`config.mk`:
```
export PLATFORM = sky130hd
export DESIGN_NAME = fwd_ctrl
export DESIGN_NICKNAME = d
export VERILOG_FILES = /design/src/rtl/fwd_ctrl.sv
export SDC_FILE = /design/constraint.sdc
export NUM_CORES = 1
export LEC_CHECK = 0
export BUFFER_PORTS_ARGS = -buffer_cell sky130_fd_sc_hd__buf_2
export CORE_ASPECT_RATIO = 1.1
export CORE_UTILIZATION = 47
export CTS_CLUSTER_DIAMETER = 200
export DETAILED_ROUTE_END_ITERATION = 7
export PLACE_DENSITY = 0.77
export SYNTH_ARGS = -nofsm -noshare
export SYNTH_HDL_FRONTEND = slang
export SYNTH_SLANG_ARGS = --single-unit
```
`constraint.sdc`:
```
create_clock -name clk -period 2 [get_ports clk]
set_input_delay 0.2 -clock clk [delete_from_list [all_inputs] [get_ports clk]]
set_output_delay 0.2 -clock clk [all_outputs]
set_load 0.05 [all_outputs]
```
`src/rtl/fwd_ctrl.sv`:
```
// fwd_ctrl -- forwarding and load-use hazard controller.
//
// Tracks the destination register of the instructions in EX, MEM and WB and
// produces registered select codes for the EX-stage operand muxes, plus a
// combinational stall when a load is followed by a dependent instruction.
//
// Ports
//   clk, rst      pipeline clock; synchronous active-high reset
//   id_valid      ID stage holds a real instruction
//   id_rs1/rs2    source registers of the ID instruction
//   id_use_rs1/2  ID instruction actually reads rs1 / rs2
//   id_rd, id_wr  destination register and its write enable
//   id_load       ID instruction is a load (result only ready at WB)
//   flush         kill the ID instruction; a bubble enters EX
//   stall         combinational; hold PC and IF/ID, bubble into EX
//   fwd_a/fwd_b   registered operand selects: 00 regfile, 01 MEM, 10 WB
//   ex_valid      registered; EX holds a real instruction
//
// Handshake: there is no valid/ready pair here. An ID instruction is accepted
// into EX on a rising edge exactly when id_valid && !flush && !stall; in every
// other cycle a bubble (valid=0, selects 00) is written into EX instead.
module fwd_ctrl #(
  parameter int REG_BITS = 5
) (
  input  logic                clk,
  input  logic                rst,
  input  logic                id_valid,
  input  logic [REG_BITS-1:0] id_rs1,
  input  logic [REG_BITS-1:0] id_rs2,
  input  logic                id_use_rs1,
  input  logic                id_use_rs2,
  input  logic [REG_BITS-1:0] id_rd,
  input  logic                id_wr,
  input  logic                id_load,
  input  logic                flush,
  output logic                stall,
  output logic [1:0]          fwd_a,
  output logic [1:0]          fwd_b,
  output logic                ex_valid
);

  typedef struct packed {
    logic                valid;
    logic [REG_BITS-1:0] rd;
    logic                wr;
    logic                load;
  } slot_t;

  localparam logic [1:0] SEL_RF  = 2'b00;
  localparam logic [1:0] SEL_MEM = 2'b01;
  localparam logic [1:0] SEL_WB  = 2'b10;

  slot_t      r_ex;
  slot_t      r_mem;
  slot_t      r_wb;
  logic [1:0] r_fwd_a;
  logic [1:0] r_fwd_b;

  logic       w_ex_src;
  logic       w_mem_src;
  logic       w_a_ex_hit;
  logic       w_a_mem_hit;
  logic       w_b_ex_hit;
  logic       w_b_mem_hit;
  logic       w_stall;
  logic       w_issue;
  logic [1:0] w_sel_a;
  logic [1:0] w_sel_b;
  slot_t      w_ex_next;
  logic       w_unused_wb;

  // A slot can feed a forward only if it will really write a non-zero register.
  // Requiring rd != 0 here also guarantees a zero source never matches.
  assign w_ex_src  = r_ex.valid  && r_ex.wr  && (r_ex.rd  != '0);
  assign w_mem_src = r_mem.valid && r_mem.wr && (r_mem.rd != '0);

  assign w_a_ex_hit  = id_use_rs1 && w_ex_src  && (r_ex.rd  == id_rs1);
  assign w_a_mem_hit = id_use_rs1 && w_mem_src && (r_mem.rd == id_rs1);
  assign w_b_ex_hit  = id_use_rs2 && w_ex_src  && (r_ex.rd  == id_rs2);
  assign w_b_mem_hit = id_use_rs2 && w_mem_src && (r_mem.rd == id_rs2);

  // A load in EX cannot forward next cycle (its data arrives only at WB), so a
  // dependent ID instruction waits one cycle and then picks it up from WB.
  // flush wins over stall: the killed instruction has no dependency to honour.
  assign w_stall = id_valid && !flush && w_ex_src && r_ex.load &&
                   (w_a_ex_hit || w_b_ex_hit);
  assign stall   = w_stall;

  assign w_issue = id_valid && !flush && !w_stall;

  // The producer now in EX will sit in MEM when this instruction reaches EX,
  // so it selects the MEM result; the one now in MEM will be in WB. The
  // younger producer is checked first so it wins when both match.
  always_comb begin
    w_sel_a = SEL_RF;
    if (w_a_ex_hit) begin
      w_sel_a = SEL_MEM;
    end else if (w_a_mem_hit) begin
      w_sel_a = SEL_WB;
    end
  end

  always_comb begin
    w_sel_b = SEL_RF;
    if (w_b_ex_hit) begin
      w_sel_b = SEL_MEM;
    end else if (w_b_mem_hit) begin
      w_sel_b = SEL_WB;
    end
  end

  always_comb begin
    w_ex_next = '0;
    if (w_issue) begin
      w_ex_next.valid = 1'b1;
      w_ex_next.rd    = id_rd;
      w_ex_next.wr    = id_wr;
      w_ex_next.load  = id_load;
    end
  end

  always_ff @(posedge clk) begin
    if (rst) begin
      r_ex    <= '0;
      r_mem   <= '0;
      r_wb    <= '0;
      r_fwd_a <= SEL_RF;
      r_fwd_b <= SEL_RF;
    end else begin
      r_wb    <= r_mem;
      r_mem   <= r_ex;
      r_ex    <= w_ex_next;
      r_fwd_a <= w_issue ? w_sel_a : SEL_RF;
      r_fwd_b <= w_issue ? w_sel_b : SEL_RF;
    end
  end

  // The WB slot is tracked for completeness of the pipeline picture, but the
  // register file writes before it reads, so WB never needs to forward.
  assign w_unused_wb = ^r_wb;

  assign fwd_a    = r_fwd_a;
  assign fwd_b    = r_fwd_b;
  assign ex_valid = r_ex.valid;

endmodule

```
==> out/results.txt <==
The number of buffers added by the clock tree synthesis step came out at 3. The fraction of post-synthesis cell area in the top cell type by area came out at 44.8%. The filler cells instantiated in the layout total 139.

TritonCTS built the clock tree. Setup repair after global routing left no endpoint under its margin. The initialized floorplan defines 15 standard-cell rows.

The time the final worst path needs with I/O delays and setup is 1930 ps, and the leakage power of the design is 0.479 nW. The area growth from synthesis to layout is 29.2%. The number of nets with antenna violations after routing was 0; the share of post-route cells with drive strength above 1 was 36.9%.

Synthesis produced a netlist whose cell count is 86. Measured on the finished design, the core utilization comes to 67.1%. The tools report the final count of negative-setup-slack endpoints as 0. The logs give 2.95 mm for the first-pass GRT wire length and 4 for the number of detailed-route iterations in the first pass. The count of pins over their slew limit was 0; the mean area per synthesized cell was 9.86 um2. The largest fanout of any net on the critical path is 2, and the detailed-route via count is 737.

The finished layout holds 139 standard cells, fillers aside. The number of input and output port buffers inserted is 28. After detailed routing, the average wire length per cell comes to 13.8 um. Summing every instance area after synthesis gives 848 um2. For the residual overflow from global routing, the log shows 0. Clock tree synthesis found a total of 19 sinks. The die covers 0.00198 mm2.

The number of global-route vias before repair was 657; the clock latency on the worst-skew pair was 310 ps. The synthesized design contains 19 register bits. The total power divided by cell area was 621 mW/mm2; the overall power consumption was 0.000681 W.

The total area inside the core boundary comes to 0.00163 mm2. The boundary pin count is 29. The worst-case IR drop observed on VDD is 0.000388 V. The cell area after placement was 0.00102 mm2; the maximum clock rate was 517 MHz. The tools report the H-tree depth reported by CTS as 1.

In this run, the number of DRC markers left after iteration 0 of detailed routing was 8. Count of nets after finishing: 146. For this configuration, the core starts out at a cell density of 52.0%. The kind of critical path was register to output port. The flow ran to the end, and the final reports show no timing, DRC or antenna violations. After synthesis, the netlist uses 23 different library cells. Clock skew on the completed layout was measured at 8.64 ps. In the routed layout, each cell is associated on average with a via count of 5.30. The maximum number of pins on one net before global-route repair is 13, and the last weighted congestion value of the routability-driven placer is 0.824. dfxtp_1 takes more of the synthesized area than any other cell. The share of synthesized area occupied by flip-flops and latches was 44.8%; the largest stage delay on the critical path was 540 ps. The number of max-capacitance violations reported came out at 0. After clock tree synthesis, the clock-pin slew on the worst setup and hold paths is 120 ps. CTS placed an instance of clkbuf_4 at the clock tree root. For this run, the number of Yosys warnings is 0. The post-synth net total was 109. The number of cells in the design after placement was 132; the transition time at the pin with the least slew margin was 503 ps. The vertical die dimension is 46.6 um, and the width of the chip is 42.5 um. The kind of launch point of the worst setup path is a register. After layout, the worst path uses 96.7% of the clock period.

The run gives 0 as the number of DRC violations after detailed routing. The data required time of the worst path came out at 1800 ps. The slowest cell on the critical path was or4_4.

The critical path goes through or4_4 -> o211ai_4 -> nor2_2 -> and2_4 -> buf_6. The number of antenna diodes in the final layout is 0. Final count of hold timing violations: 0. The HPWL after detailed placement is 1.46 mm. The worst pin sits at a relative slew slack of 66.2%. By area the synthesized netlist is led by dfxtp_1 (45%), xnor2_1 (12%), xor2_1 (8.3%). Summed over all failing endpoints, the final setup total negative slack is 0 ps. Critical path data arrival time: 1730 ps. For the area of all placed cells without fillers, the log shows 0.00110 mm2. The global routing usage summed across all routing layers is 21.2%, and the buffer depth of the longest clock path is 2. For the final routed wirelength across all metal layers, the log shows 1.92 mm. STA classifies the critical path endpoint as an output port.

Worst hold path class: input pin to register. The run gives 0 as the initial antenna violation count.
## timing repair
action | 4_1_cts | 5_1_grt
endpoints found under the hold margin | 0 | 0
pin swaps | 1 | 1
setup endpoints to repair | 1 | 1
hold buffers | 0 | 0
buffers inserted | 1 | 2
resized for setup | 5 | 3
## power by group
group	total, W	internal, W	switching (W)	leakage (nW)
Clock	0.000205	0.0000764	0.000129	0.0139
Sequential	0.000392	0.000385	0.00000728	0.155
Combinational	0.0000841	0.0000435	0.0000406	0.310
## final timing paths
kind / cells after the start / from / slack [ps] / end
max: 5 / r_ex[3] / 70 / stall
min: 3 / id_rd[0] / 90 / r_ex[2]
max reg2reg: 6 / r_ex[3] / 290 / fwd_a[1]
min reg2reg: 1 / r_ex[1] / 510 / r_mem[1]
## per-stage QoR
step / setup WS, ps / hold slack, ps
2_1_floorplan: 219 / 272
3_3_place_gp: 325 / 424
3_5_place_dp: 297 / 426
4_1_cts: 16.6 / 90.4
5_1_grt: 17.4 / 87.2
6_report: 65.0 / 88.2
## state kept, by name, indices dropped and copies added, names as in the netlist
signal    cells
ex_valid      1
fwd_a         2
fwd_b         2
r_ex          7
r_mem         7
## routing by layer
metal	share of wire [%]	vias to the layer above	GRT usage, %
met4	2.1	0	10.6
met3	6.2	6	7.06
met2	46	30	33.5
met5	0	-	0
li1	-	372	-
met1	46	329	25.9
## critical path: cells and delay by family, from the launching register on
family / cells / cell delay [ps]
DFF: 1 / 360
buffers and inverters: 1 / 140
AOI/OAI and AO/OA: 1 / 190
and+or+nand+nor: 3 / 750
## cells in the mapped netlist
| library cell | count |
|---|---|
| a211oi_2 | 1 |
| nor3b_1 | 1 |
| a21oi_1 | 7 |
| nor4_1 | 2 |
| buf_6 | 1 |
| and3b_1 | 2 |
| xor2_1 | 8 |
| o22ai_1 | 1 |
| dfxtp_1 | 19 |
| clkbuf_1 | 1 |
| and2_1 | 1 |
| a21boi_1 | 1 |
| or4_1 | 2 |
| xnor2_1 | 12 |
| nor3_1 | 2 |
| nand4_1 | 4 |
| o211ai_2 | 1 |
| o2111a_1 | 1 |
| nor2_2 | 1 |
| a211oi_1 | 1 |
| nand3b_1 | 1 |
| nand2_1 | 9 |
| nor2b_1 | 7 |
## cells in the final DEF (no fill, tap or decap)
cell and instances:
a211oi_1 1, a211oi_2 1, a21boi_1 1, a21oi_1 7
and2_4 1, and3b_1 2, buf_2 27, buf_4 6
buf_6 1, clkbuf_4 3, clkinvlp_4 1, dfxtp_1 17
dfxtp_2 1, dfxtp_4 1, nand2_1 9, nand3b_1 1
nand4_1 4, nor2_2 1, nor2b_1 7, nor3_1 2
nor3b_1 1, nor4_1 2, o2111a_1 1, o211ai_4 1
o22ai_1 1, or4_1 1, or4_4 1, xnor2_1 12
xor2_1 8
## layout make-up
type / instances / area (um2) / area share [%]
multi-input combinational: 65 / 468 / 42.7
sequential: 19 / 385 / 35.2
timing repair buffer: 34 / 191 / 17.5
clock buffer: 3 / 22.5 / 2.05
tap: 17 / 21.3 / 1.94
clock inverter: 1 / 7.51 / 0.685
## kinds of logic (layout without fill, tap and decap cells)
kind of cell / count (synthesis) / count (layout) / share of synthesized area [%]
buf+inv: 2 / 38 / 1.77
simple gates: 32 / 32 / 21.8
flops: 19 / 19 / 44.8
compound gates: 13 / 13 / 10.9
xor+xnor: 20 / 20 / 20.6
Power figures use the tool's default switching activity.
